## src/rtl/hazard_fwd_ctrl_pkg.sv

```systemverilog
// -----------------------------------------------------------------------------
// hazard_pkg
// Shared types and constants for the 5-stage core hazard/forwarding controller.
//   fwd_sel_t  : EX operand forwarding mux select (3:1 mux, 2'b11 never used)
//   hz_state_t : hazard controller FSM state
//   HZ_REG_ADDR_W : default register index width
// -----------------------------------------------------------------------------
package hazard_pkg;

  localparam int HZ_REG_ADDR_W = 5;

  typedef enum logic [1:0] {
    FWD_RF  = 2'b00,  // operand from register file
    FWD_WB  = 2'b01,  // operand from WB-stage result
    FWD_MEM = 2'b10   // operand from MEM-stage ALU result
  } fwd_sel_t;

  typedef enum logic [0:0] {
    RUN      = 1'b0,
    MDU_BUSY = 1'b1
  } hz_state_t;

endpackage

```

## src/rtl/hazard_fwd_ctrl_fwd_sel.sv

```systemverilog
// -----------------------------------------------------------------------------
// fwd_sel_unit
// Forwarding select for one EX-stage source operand. MEM beats WB, and
// register x0 is never forwarded.
// Ports:
//   src              in   source register index of the operand in E
//   rd_m, regwrite_m in   MEM-stage destination / write enable
//   rd_w, regwrite_w in   WB-stage destination / write enable
//   sel              out  forwarding mux select (fwd_sel_t)
// -----------------------------------------------------------------------------
module fwd_sel_unit
  import hazard_pkg::*;
#(
  parameter int REG_ADDR_W = HZ_REG_ADDR_W
) (
  input  logic [REG_ADDR_W-1:0] src,
  input  logic [REG_ADDR_W-1:0] rd_m,
  input  logic                  regwrite_m,
  input  logic [REG_ADDR_W-1:0] rd_w,
  input  logic                  regwrite_w,
  output fwd_sel_t              sel
);

  logic hit_m;
  logic hit_w;

  assign hit_m = regwrite_m && (rd_m != '0) && (rd_m == src);
  assign hit_w = regwrite_w && (rd_w != '0) && (rd_w == src);

  // MEM holds the younger result, so it wins when both stages match.
  always_comb begin
    if (hit_m)      sel = FWD_MEM;
    else if (hit_w) sel = FWD_WB;
    else            sel = FWD_RF;
  end

endmodule

```

## src/rtl/hazard_fwd_ctrl.sv

```systemverilog
// -----------------------------------------------------------------------------
// hazard_fwd_ctrl
// Hazard controller for the 5-stage core: EX operand forwarding selects plus
// stall/flush controls for load-use hazards, taken branches and the
// fixed-latency multi-cycle unit (MDU). Control only; no data passes through.
//
// Optional feature (macro HAZARD_PERF_CNT_EN): adds saturating performance
// counters lw_stall_cnt, flush_cnt and mdu_stall_cnt (PERF_CNT_W bits each).
//
// Ports:
//   clk, rst                 core clock, asynchronous active-high reset
//   rs1_d, rs2_d             sources of the instruction in D
//   rs1_e, rs2_e, rd_e       sources / destination of the instruction in E
//   load_e, pcsrc_e          E is a load / taken branch or jump resolved in E
//   mdu_start_e              E holds an MDU op in its first EX cycle
//   rd_m, regwrite_m         MEM-stage write-back info
//   rd_w, regwrite_w         WB-stage write-back info
//   fwd_a_e, fwd_b_e         operand A/B forwarding selects
//   stall_f/d/e              hold the F/D/E pipeline registers
//   flush_d/e/m              bubble into the D/E/M pipeline registers
//   mdu_busy                 MDU multi-cycle sequence in progress
// -----------------------------------------------------------------------------
module hazard_fwd_ctrl
  import hazard_pkg::*;
#(
  parameter int REG_ADDR_W  = HZ_REG_ADDR_W,
  parameter int MDU_LATENCY = 4,
  parameter int PERF_CNT_W  = 32
) (
  input  logic                  clk,
  input  logic                  rst,
  input  logic [REG_ADDR_W-1:0] rs1_d,
  input  logic [REG_ADDR_W-1:0] rs2_d,
  input  logic [REG_ADDR_W-1:0] rs1_e,
  input  logic [REG_ADDR_W-1:0] rs2_e,
  input  logic [REG_ADDR_W-1:0] rd_e,
  input  logic                  load_e,
  input  logic                  pcsrc_e,
  input  logic                  mdu_start_e,
  input  logic [REG_ADDR_W-1:0] rd_m,
  input  logic                  regwrite_m,
  input  logic [REG_ADDR_W-1:0] rd_w,
  input  logic                  regwrite_w,
  output logic [1:0]            fwd_a_e,
  output logic [1:0]            fwd_b_e,
  output logic                  stall_f,
  output logic                  stall_d,
  output logic                  stall_e,
  output logic                  flush_d,
  output logic                  flush_e,
  output logic                  flush_m,
`ifdef HAZARD_PERF_CNT_EN
  output logic [PERF_CNT_W-1:0] lw_stall_cnt,
  output logic [PERF_CNT_W-1:0] flush_cnt,
  output logic [PERF_CNT_W-1:0] mdu_stall_cnt,
`endif
  output logic                  mdu_busy
);

  // Counter holds the remaining stall cycles after the start cycle; its
  // largest value is MDU_LATENCY-2, which always fits in clog2(MDU_LATENCY).
  localparam int CNT_W = (MDU_LATENCY > 2) ? $clog2(MDU_LATENCY) : 1;
  localparam logic [CNT_W-1:0] CNT_LOAD = CNT_W'(MDU_LATENCY - 2);

  // ---------------------------------------------------------------------------
  // Forwarding
  // ---------------------------------------------------------------------------
  fwd_sel_t sel_a;
  fwd_sel_t sel_b;

  fwd_sel_unit #(.REG_ADDR_W(REG_ADDR_W)) u_fwd_a (
    .src        (rs1_e),
    .rd_m       (rd_m),
    .regwrite_m (regwrite_m),
    .rd_w       (rd_w),
    .regwrite_w (regwrite_w),
    .sel        (sel_a)
  );

  fwd_sel_unit #(.REG_ADDR_W(REG_ADDR_W)) u_fwd_b (
    .src        (rs2_e),
    .rd_m       (rd_m),
    .regwrite_m (regwrite_m),
    .rd_w       (rd_w),
    .regwrite_w (regwrite_w),
    .sel        (sel_b)
  );

  assign fwd_a_e = rst ? FWD_RF : sel_a;
  assign fwd_b_e = rst ? FWD_RF : sel_b;

  // ---------------------------------------------------------------------------
  // Hazard FSM
  // ---------------------------------------------------------------------------
  hz_state_t        state, state_nxt;
  logic [CNT_W-1:0] cnt, cnt_nxt;
  logic             lwstall;

  assign lwstall = load_e && (rd_e != '0) && ((rd_e == rs1_d) || (rd_e == rs2_d));

  // NOTE: every output and next-state value gets a default before the case so
  // no path leaves a variable unassigned; that is what keeps this latch-free.
  always_comb begin
    state_nxt = state;
    cnt_nxt   = cnt;
    stall_f   = 1'b0;
    stall_d   = 1'b0;
    stall_e   = 1'b0;
    flush_d   = 1'b0;
    flush_e   = 1'b0;
    flush_m   = 1'b0;
    mdu_busy  = 1'b0;

    // Controls are held low for the whole time reset is asserted, not only
    // after the next edge, so a mid-cycle reset silences them at once.
    if (!rst) begin
      unique case (state)
        RUN: begin
          if (mdu_start_e) begin
            // MDU stall dominates; a load-use or redirect cannot coexist
            // with an MDU op occupying E.
            stall_f   = 1'b1;
            stall_d   = 1'b1;
            stall_e   = 1'b1;
            flush_m   = 1'b1;
            state_nxt = MDU_BUSY;
            cnt_nxt   = CNT_LOAD;
          end else begin
            // Load-use and branch redirect both apply when simultaneous; the
            // PC redirect itself comes from pcsrc_e.
            stall_f = lwstall;
            stall_d = lwstall;
            flush_d = pcsrc_e;
            flush_e = lwstall | pcsrc_e;
          end
        end
        MDU_BUSY: begin
          if (cnt != '0) begin
            stall_f  = 1'b1;
            stall_d  = 1'b1;
            stall_e  = 1'b1;
            flush_m  = 1'b1;
            mdu_busy = 1'b1;
            cnt_nxt  = cnt - 1'b1;
          end else begin
            // Final EX cycle: release everything so the op advances to M.
            state_nxt = RUN;
          end
        end
        default: state_nxt = RUN;
      endcase
    end
  end

  // NOTE: sequential state is updated with non-blocking assignments so every
  // register samples the pre-edge values regardless of statement order.
  always_ff @(posedge clk or posedge rst) begin
    if (rst) begin
      state <= RUN;
      cnt   <= '0;
    end else begin
      state <= state_nxt;
      cnt   <= cnt_nxt;
    end
  end

`ifdef HAZARD_PERF_CNT_EN
  // ---------------------------------------------------------------------------
  // Saturating performance counters
  // ---------------------------------------------------------------------------
  logic lw_inc, fl_inc;

  assign lw_inc = (state == RUN) && !mdu_start_e && lwstall;
  assign fl_inc = (state == RUN) && !mdu_start_e && pcsrc_e;

  always_ff @(posedge clk or posedge rst) begin
    if (rst) begin
      lw_stall_cnt  <= '0;
      flush_cnt     <= '0;
      mdu_stall_cnt <= '0;
    end else begin
      if (lw_inc  && (lw_stall_cnt  != '1)) lw_stall_cnt  <= lw_stall_cnt  + 1'b1;
      if (fl_inc  && (flush_cnt     != '1)) flush_cnt     <= flush_cnt     + 1'b1;
      if (stall_e && (mdu_stall_cnt != '1)) mdu_stall_cnt <= mdu_stall_cnt + 1'b1;
    end
  end
`endif

endmodule

```

## config.mk

```make
export PLATFORM = sky130hd
export DESIGN_NAME = hazard_fwd_ctrl
export DESIGN_NICKNAME = d
export VERILOG_FILES = /design/src/rtl/hazard_fwd_ctrl_pkg.sv /design/src/rtl/hazard_fwd_ctrl_fwd_sel.sv /design/src/rtl/hazard_fwd_ctrl.sv
export SDC_FILE = /design/constraint.sdc
export NUM_CORES = 1
export LEC_CHECK = 0
export CAP_MARGIN = 20
export CORE_MARGIN = 1
export CORE_UTILIZATION = 28
export CTS_CLUSTER_SIZE = 10
export DETAILED_ROUTE_END_ITERATION = 7
export PLACE_DENSITY_LB_ADDON = 0.05
export SLEW_MARGIN = 0
export SYNTH_ARGS = -nofsm -noshare
export SYNTH_HDL_FRONTEND = slang
export SYNTH_SLANG_ARGS = --single-unit
```

## constraint.sdc

```tcl
create_clock -name clk -period 1.47 [get_ports clk]
set_input_delay 0.2205 -clock clk [delete_from_list [all_inputs] [get_ports clk]]
set_output_delay 0.2205 -clock clk [all_outputs]
set_load 0.05 [all_outputs]
```

==> results.txt, run 1 <==
status = finished with violations
failing checks = setup timing
initial antenna violation count = 0
vias in the first global route = 926
total CTS buffers = 3
Layout Skew = 3.41 ps
Residual DRC = 0
root buffer cell = clkbuf_4
Die Outline Area = 2420 sq um
Syn Inst Count = 80
TNS Setup = -1780 ps
Final Slew Violations = 0
worst setup path class = in -> out
layout cells sized above 1 = 0.547
unrepaired setup endpoints after global routing = true
I/O pin count = 53
antenna cell count = 0
PD cells = 750 nW/um^2
post-layout util = 0.815
Worst VDD drop = 0.737 mV
first-pass GRT wire length = 4210 um
Area Growth Syn to Fin = 164%
synthesis-stage register bit count = 3
class of the worst hold path = in -> reg
H-tree levels = 1
Worst Path Arrival = 1550 ps
DP HPWL = 2030 um
Via density = 4.64
total power = 1.24 mW
normalized max-slew margin = 0.783
post-synthesis sequential area ratio = 0.120
CTS Buffer Depth = 2
LEAKAGE = 0.751 nW
DIE WIDTH = 49.2 um
Final Setup Violations = 10
Worst setup EP type = primary output
CP startpoint kind = input port
Yosys cell types = 25
slew of the pin with the lowest slew margin = 326 ps
CTS tree = yes
fin crit share = 1.20
Max Freq = 0.566 GHz
vias = 872
pin count of the biggest net entering global routing = 8
max-cap check violation count = 0
initial DRC count = 4
clk_lat worst skew = 240 ps
crit path max fanout = 3
Syn Nets = 123
RD Place Congestion = 0.792
Initial Utilization = 0.308
Syn Area/Cell = 7.79 sq um
CORE AREA = 2020 sq um
Wirelength per Cell = 14.3 um
global-route usage over all layers = 0.235
port bufs = 52
WP data required = 1250 ps
Routed WL = 2700 um
Final Critical Period = 1770 ps
Nets = 205
Final WS setup = -297 ps
Mapped Area = 623 sq um
Detailed Routing Iterations Pass 1 = 3
Clock transition at path regs = 40 ps
area of the multi-input gates = 714 sq um
Die Ht = 49.2 um
YS warnings = 0
Seq. cell area = 76.3 sq um
Fillers = 136
# clock sinks = 3
remaining global-route overflow = 0
Routed Antenna Nets = 0
Hold Vio Cnt, Final = 0
row cnt = 16
## stage by stage
stage	cells	setup slack [ps]	area, sq um	hold WS (ps)
after floorplan	80	-434	772	111
after global placement	177	-645	1500	545
after detailed placement	177	-681	1500	578
after CTS	186	-332	1580	65.0
after global routing	188	-339	1650	497
final	188	-297	1650	490
## cells by family after synthesis
logic type	share of synthesized area
adder cells (fa/ha/maj)	0.0201
buffers and inverters	0.0482
XOR/XNOR	0.422
AND/OR/NAND/NOR	0.267
flip-flops	0.120
AO/OA/AOI/OAI	0.122
## sequential cells by signal, summed over array words and instances, names as in the netlist
name   flops
cnt        2
state      1
## layout make-up
class | count | area share
tap | 27 | 0.0205
timing repair buffer | 80 | 0.472
inverter | 3 | 0.0114
clock buffer | 4 | 0.0159
sequential | 3 | 0.0463
multi-input combinational | 71 | 0.434
## cell usage after synthesis, drive strengths merged
cell | number | share of area
nor2 | 4 | 0.024
nand2 | 4 | 0.024
a22oi | 1 | 0.012
inv | 3 | 0.018
nor3b | 1 | 0.012
o21a | 1 | 0.012
o21ai | 1 | 0.014
nor3 | 7 | 0.064
or4 | 4 | 0.048
nor4 | 3 | 0.040
ha | 1 | 0.020
nand3 | 3 | 0.024
o21bai | 2 | 0.024
xor2 | 18 | 0.25
a21o | 2 | 0.024
nand2b | 2 | 0.020
a21oi | 3 | 0.024
buf | 2 | 0.024
clkbuf | 1 | 0.0060
dfrtp | 3 | 0.12
and2 | 1 | 0.010
xnor2 | 12 | 0.17
o211ai | 1 | 0.012
## power by group
group | leakage [nW] | internal, mW | switching (mW)
Clock | 0.0150 | 0.102 | 0.0471
Sequential | 0.0340 | 0.119 | 0.0352
Combinational | 0.702 | 0.486 | 0.446
## final timing paths
path / startpoint / endpoint / slack, ps / depth (start not counted)
worst max-delay path: rd_m[4] / fwd_a_e[0] / -300 / 7
worst min-delay path: rst / state / 490 / 3
worst max register to register: cnt[1] / cnt[0] / 80 / 8
worst min register to register: cnt[0] / cnt[0] / 570 / 2
max in group asynchronous: rst / state / 860 / 4
min in group asynchronous: rst / state / 510 / 4
## placed cells by master (no fill, tap or decap), types with 2 or more instances in the layout
cell type,synthesis,final
buf_4,2,21
xor2_1,18,18
dlygate4sd2_1,0,17
buf_6,0,13
xnor2_1,12,12
buf_12,0,7
buf_2,0,6
clkbuf_2,0,5
nor2_1,4,4
or4_4,0,4
dlymetal6s2s_1,0,4
nor3_4,0,3
nor4_4,0,3
nor3_2,1,3
clkbuf_4,0,3
a21o_1,2,2
inv_2,0,2
nand2_1,4,2
nand3_2,0,2
nand2_2,0,2
o21bai_4,0,2
dfrtp_1,3,2
clkdlybuf4s50_1,0,2
clkdlybuf4s15_1,0,2
buf_8,0,2
## critical path, cell delays in order
cell and delay [ps]:
buf_6 90, or4_4 540, o21ai_4 190, buf_6 140, nor3_2 50, nor3_4 140, buf_12 160
## layer usage
| layer | track usage | vias to the layer above | share of wire |
|---|---|---|---|
| met1 | 0.259 | 401 | 0.40 |
| li1 | - | 439 | - |
| met2 | 0.441 | 28 | 0.54 |
| met4 | 0.0931 | 0 | 0.015 |
| met5 | 0 | - | 0 |
| met3 | 0.0343 | 4 | 0.036 |
## what timing repair did
action,in CTS,in global routing
hold buffers,0,1
pin swaps,28,14
setup endpoints to repair,11,11
buffers inserted,6,2
resized for setup,79,41
hold endpoints to repair,0,3
(Power assumes the default switching activity.)
==> run 2, diff against run 1 <==
- RECOVER_POWER: default -> 100
==> run 2 against run 1 <==
  * Total power down 0.70%
  * Sequential share of layout area barely moved
  * Clock power is essentially flat
  * Die area did not move
  * Combinational power shrank 0.8%
  * Sequential power is essentially flat
  * Global-route usage is the same
  * Via count unchanged
  * Design area shrank 0.38%
  * Critical path depth is the same
  * Largest cell class unchanged
  * The flow still finishes with violations (setup timing)
  * Core utilization fell by 0.31 points
==> results.txt, run 2 (synthesized netlist as in run 1, its figures left out) <==
LEAKAGE = 0.748 nW (-0.36%)
most frequent CP cell = buf_6
CP top delay family = simple AND/OR/NAND/NOR gates
Worst Path Buf+Inv = 3 (unchanged)
Post-Place Worst Slack = -681 ps (unchanged)
Largest stage delay, worst path = 540 ps (about the same)
Wirelength per Cell = 14.3 um (unchanged)
total CTS buffers = 3 (unchanged)
global-route usage over all layers = 0.235 (unchanged)
Hold Vio Cnt, Final = 0 (unchanged)
Top Registers = cnt: 2 flops, state: 1 flops
Largest Register = cnt
row cnt = 16 (unchanged)
pin count of the biggest net entering global routing = 8 (unchanged)
Final Critical Period = 1770 ps (unchanged)
Final WS setup = -297 ps (unchanged)
PD cells = 747 nW/um^2 (-0.32%)
Final Slew Violations = 0 (unchanged)
status = finished with violations
number of flip-flops in the largest register = 2 (unchanged)
CTS Buffer Depth = 2 (unchanged)
Die Outline Area = 2420 sq um (unchanged)
worst setup path class = in -> out
initial DRC count = 4 (unchanged)
I/O pin count = 53 (unchanged)
failing checks = setup timing
class of the worst hold path = in -> reg
layout cells sized above 1 = 0.534 (-0.0124)
vias in the first global route = 926 (unchanged)
most frequent cells in the layout = buf_4 (19), xor2_1 (18), dlygate4sd2_1 (17), buf_6 (13), xnor2_1 (12)
unrepaired setup endpoints after global routing = true
vias = 872 (unchanged)
DIE WIDTH = 49.2 um (unchanged)
crit path max fanout = 3 (unchanged)
root buffer cell = clkbuf_4
Routed WL = 2700 um (unchanged)
Via density = 4.64 (unchanged)
Layout Skew = 3.98 ps (+0.574 ps)
Cell Chain, Critical Path = buf_6 > or4_4 > o21ai_4 > buf_6 > nor3_2 > nor3_4 > buf_12
RD Place Congestion = 0.792 (unchanged)
Initial Utilization = 0.308 (unchanged)
Fillers = 139 (+2.2%)
slowest CP cell = or4_4
most common cell after layout, fill and taps aside = buf_4
Clock transition at path regs = 40 ps (about the same)
Worst setup EP type = primary output
H-tree levels = 1 (unchanged)
Routed Antenna Nets = 0 (unchanged)
initial antenna violation count = 0 (unchanged)
DP HPWL = 2030 um (unchanged)
port bufs = 52 (unchanged)
FF-to-FF setup slack = 50 ps (-30 ps)
Max Freq = 0.566 GHz (unchanged)
# clock sinks = 3 (unchanged)
Residual DRC = 0 (unchanged)
TNS Setup = -1810 ps (-29.5 ps)
CTS tree = yes
max-cap check violation count = 0 (unchanged)
remaining global-route overflow = 0 (unchanged)
fin crit share = 1.20 (unchanged)
first-pass GRT wire length = 4210 um (unchanged)
clk_lat worst skew = 240 ps (about the same)
Detailed Routing Iterations Pass 1 = 3 (unchanged)
Final Setup Violations = 10 (unchanged)
CP startpoint kind = input port
CORE AREA = 2020 sq um (unchanged)
Die Ht = 49.2 um (unchanged)
Area Growth Syn to Fin = 163%
normalized max-slew margin = 0.783 (unchanged)
antenna cell count = 0 (unchanged)
slew of the pin with the lowest slew margin = 326 ps (unchanged)
Worst VDD drop = 0.740 mV (+0.32%)
WP data required = 1250 ps (about the same)
Nets = 205 (unchanged)
Worst Path Arrival = 1550 ps (about the same)
==> run 2: cell types whose count changed in the layout (fill, tap and decap cells not counted), sizes merged <==
cell and change:
buf -2, clkbuf +2
==> run 2: final cells by class <==
cell class / instances / area (sq um) / share of cell area
inverter: 3 / 18.8 / 0.0114
sequential: 3 / 76.3 / 0.0465
clock buffer: 4 / 26.3 / 0.0160
timing repair buffer: 80 / 772 / 0.470
multi-input combinational: 71 / 714 / 0.435
tap: 27 / 33.8 / 0.0206
==> run 2: worst reg2reg max path, cell delays in order, from the launching register on <==
cell	delay (ps)
dfrtp_1	340
inv_1	70
ha_4	170
nand2b_4	140
a21oi_4	130
buf_6	140
clkbuf_2	130
nor2_1	40
a21o_1	140
==> run 2: what timing repair did <==
item / in CTS / in global routing
hold buffers: 0 / 1
setup buffers: 6 / 2
pin swaps: 28 / 14
endpoints found under the hold margin: 0 / 3
resized for setup: 79 / 41
setup endpoints to repair: 11 / 11
==> run 2: metrics by stage <==
stage | util | instance area [sq um] | hold slack, ps | power [mW] | instances
3_3_place_gp | 0.740 | 1500 | 545 | 0.942 | 177
3_5_place_dp | 0.740 | 1500 | 578 | 0.964 | 177
6_report | 0.812 | 1640 | 491 | 1.23 | 188
5_1_grt | 0.812 | 1640 | 498 | 1.30 | 188
4_1_cts | 0.783 | 1580 | 65.0 | 1.19 | 186
2_1_floorplan | - | 772 | 111 | 0.618 | 80
==> run 2: metal layers <==
metal | vias to the layer above | GRT usage | wire, um
met5 | - | 0 | 0
met4 | 0 | 0.0931 | 40
met3 | 4 | 0.0343 | 97
met2 | 28 | 0.441 | 1470
met1 | 401 | 0.259 | 1090
li1 | 439 | - | -
==> run 2: final timing paths <==
check / depth (start not counted) / to / start
hold reg to reg: 2 / cnt[1] / cnt[1]
setup reg to reg: 8 / cnt[0] / cnt[1]
setup / recovery: 7 / fwd_a_e[0] / rd_m[4]
max in group asynchronous: 4 / state / rst
min in group asynchronous: 4 / state / rst
hold / removal: 3 / state / rst
==> run 2: power breakdown <==
part | internal [mW] | switching (mW) | leakage [nW]
registers | 0.119 | 0.0330 | 0.0340
logic | 0.480 | 0.446 | 0.699
clock network | 0.102 | 0.0472 | 0.0150
==> run 3, diff against run 2 <==
- CAP_MARGIN: 20 -> 25
- SKIP_LAST_GASP: default -> 1
==> run 3 against run 2 <==
  * Sequential share of layout area shrank 0.056 points
  * Critical path depth shrank 2
  * Combinational power is essentially flat
  * Routed wire length shrank 0.82%
  * The run still ends with setup timing left
  * Total power shrank 0.15%
  * Design area grew 1.2%
==> results.txt, run 3 (synthesized netlist as in run 1, its figures left out) <==
status = finished with violations
failing checks = setup timing
Hold Vio Cnt, Final = 0 (unchanged)
number of flip-flops in the largest register = 2 (unchanged)
WHS = 430 ps (-61.0 ps)
r2r startpoint = cnt[1]
Cell Chain, Critical Path = dlygate4sd2_1 > o211ai_1 > or4_4 > nor4_4 > buf_12
fin crit share = 1.19 (-0.00880)
Die Ht = 49.2 um (unchanged)
layout cells sized above 1 = 0.543 (+0.00905)
most common cell after layout, fill and taps aside = buf_4
antenna cell count = 0 (unchanged)
RD Place Congestion = 0.792 (unchanged)
Worst Path Arrival = 1530 ps (-20 ps)
Final Setup Violations = 11 (+1)
clk_lat worst skew = 240 ps (about the same)
WP data required = 1250 ps (about the same)
DP HPWL = 2030 um (unchanged)
I/O pin count = 53 (unchanged)
Final WS setup = -284 ps (+12.9 ps)
WHS Path Cells = 3 (unchanged)
Final Critical Period = 1750 ps (-12.9 ps)
class of the worst hold path = in -> reg
DIE WIDTH = 49.2 um (unchanged)
post-layout util = 0.822 (+0.00990)
Final Non-Filler Cells = 189 (+0.53%)
worst setup path class = in -> out
cells on worst reg2reg path = 8 (unchanged)
CORE AREA = 2020 sq um (unchanged)
Die Outline Area = 2420 sq um (unchanged)
Routed WL = 2680 um (-0.82%)
Largest stage delay, worst path = 500 ps (-40 ps)
most frequent cells in the layout = buf_4 (24), xor2_1 (17), xnor2_1 (12), buf_6 (11), dlymetal6s2s_1 (11)
Nets = 206 (+0.49%)
vias in the first global route = 924 (-0.22%)
first-pass GRT wire length = 4120 um (-2.1%)
CP top delay family = simple AND/OR/NAND/NOR gates
Max Freq = 0.570 GHz (+0.74%)
CTS Buffer Depth = 2 (unchanged)
# clock sinks = 3 (unchanged)
H-tree levels = 1 (unchanged)
Layout Skew = 3.45 ps (-0.531 ps)
unrepaired setup endpoints after global routing = true
pin count of the biggest net entering global routing = 8 (unchanged)
initial antenna violation count = 0 (unchanged)
Residual DRC = 0 (unchanged)
CP startpoint kind = input port
global-route usage over all layers = 0.230 (-0.00522)
Worst VDD drop = 0.760 mV (+2.8%)
Routed Antenna Nets = 0 (unchanged)
Detailed Routing Iterations Pass 1 = 4 (+1)
vias = 881 (+1.0%)
LEAKAGE = 0.805 nW (+7.6%)
TNS Setup = -1860 ps (-53.0 ps)
port bufs = 52 (unchanged)
Final Slew Violations = 0 (unchanged)
total CTS buffers = 3 (unchanged)
crit path max fanout = 2 (-1)
remaining global-route overflow = 0 (unchanged)
slew of the pin with the lowest slew margin = 330 ps (+3.85 ps)
slowest CP cell = or4_4
capture point of the worst reg-to-reg path = cnt[0]
min-delay src = rst
initial DRC count = 7 (+3)
Area Growth Syn to Fin = 167%
row cnt = 16 (unchanged)
Largest Register = cnt
Worst setup EP type = primary output
Worst Path Buf+Inv = 2 (-1)
Initial Utilization = 0.308 (unchanged)
Clock transition at path regs = 40 ps (about the same)
max-cap check violation count = 0 (unchanged)
dpl cells = 177 (unchanged)
Hold Path End = state
FF-to-FF setup slack = 60 ps (about the same)
Wirelength per Cell = 14.2 um (-1.3%)
root buffer cell = clkbuf_4
Top Registers = cnt: 2 flops, state: 1 flops
PD cells = 737 nW/um^2 (-1.4%)
Via density = 4.66 (+0.50%)
CTS tree = yes
normalized max-slew margin = 0.780 (-0.00257)
==> run 3: per-layer routing <==
| metal | global-route usage | vias up | part of all wire | routed length, um |
|---|---|---|---|---|
| met5 | 0 | - | 0 | 0 |
| met2 | 0.432 | 30 | 0.54 | 1440 |
| met4 | 0.0931 | 0 | 0.015 | 40 |
| met3 | 0.0343 | 4 | 0.037 | 98 |
| li1 | - | 441 | - | - |
| met1 | 0.252 | 406 | 0.41 | 1100 |
==> run 3: worst reg2reg max path, stage by stage (launching register included) <==
cell and delay, ps:
dfrtp_1 340, inv_1 70, ha_4 170, nand2b_4 140
a21oi_4 130, buf_6 140, clkbuf_2 130, nor2_1 40
a21o_1 140
==> run 3: worst max-delay path by stage <==
stage	cells past startpoint	endpoint	from
after floorplan	5	fwd_b_e[0]	rst
after global placement	5	fwd_b_e[0]	rd_w[3]
after detailed placement	6	fwd_b_e[0]	rd_w[4]
after CTS	6	fwd_b_e[0]	rd_m[4]
after global routing	7	fwd_a_e[0]	rd_m[4]
final	5	fwd_b_e[0]	regwrite_w
==> run 3: repair_timing <==
item,4_1_cts,5_1_grt
setup endpoints to repair,11,11
resized for setup,64,55
hold buffers,0,1
pin swaps,21,19
hold endpoints to repair,0,3
buffers inserted,6,2
==> run 3: stage by stage <==
stage	total power [mW]	cell area [sq um]	setup WS [ps]
2_1_floorplan	0.618	772	-434
3_3_place_gp	0.942	1500	-645
3_5_place_dp	0.964	1500	-681
4_1_cts	1.20	1600	-332
5_1_grt	1.30	1660	-325
6_report	1.23	1660	-284
==> run 3: layout make-up <==
type,instances,area [sq um]
Inverter,3,18.8
Multi-Input combinational cell,71,698
Fill cell,122,360
Tap cell,27,33.8
Timing Repair Buffer,81,808
Sequential cell,3,76.3
Clock buffer,4,26.3
==> run 3: where the power goes <==
group          switching, mW  total (mW)  internal (mW)  leakage, nW
Sequential            0.0334       0.152          0.119       0.0340
Combinational          0.438       0.925          0.487        0.756
Clock                 0.0465       0.148          0.102       0.0150
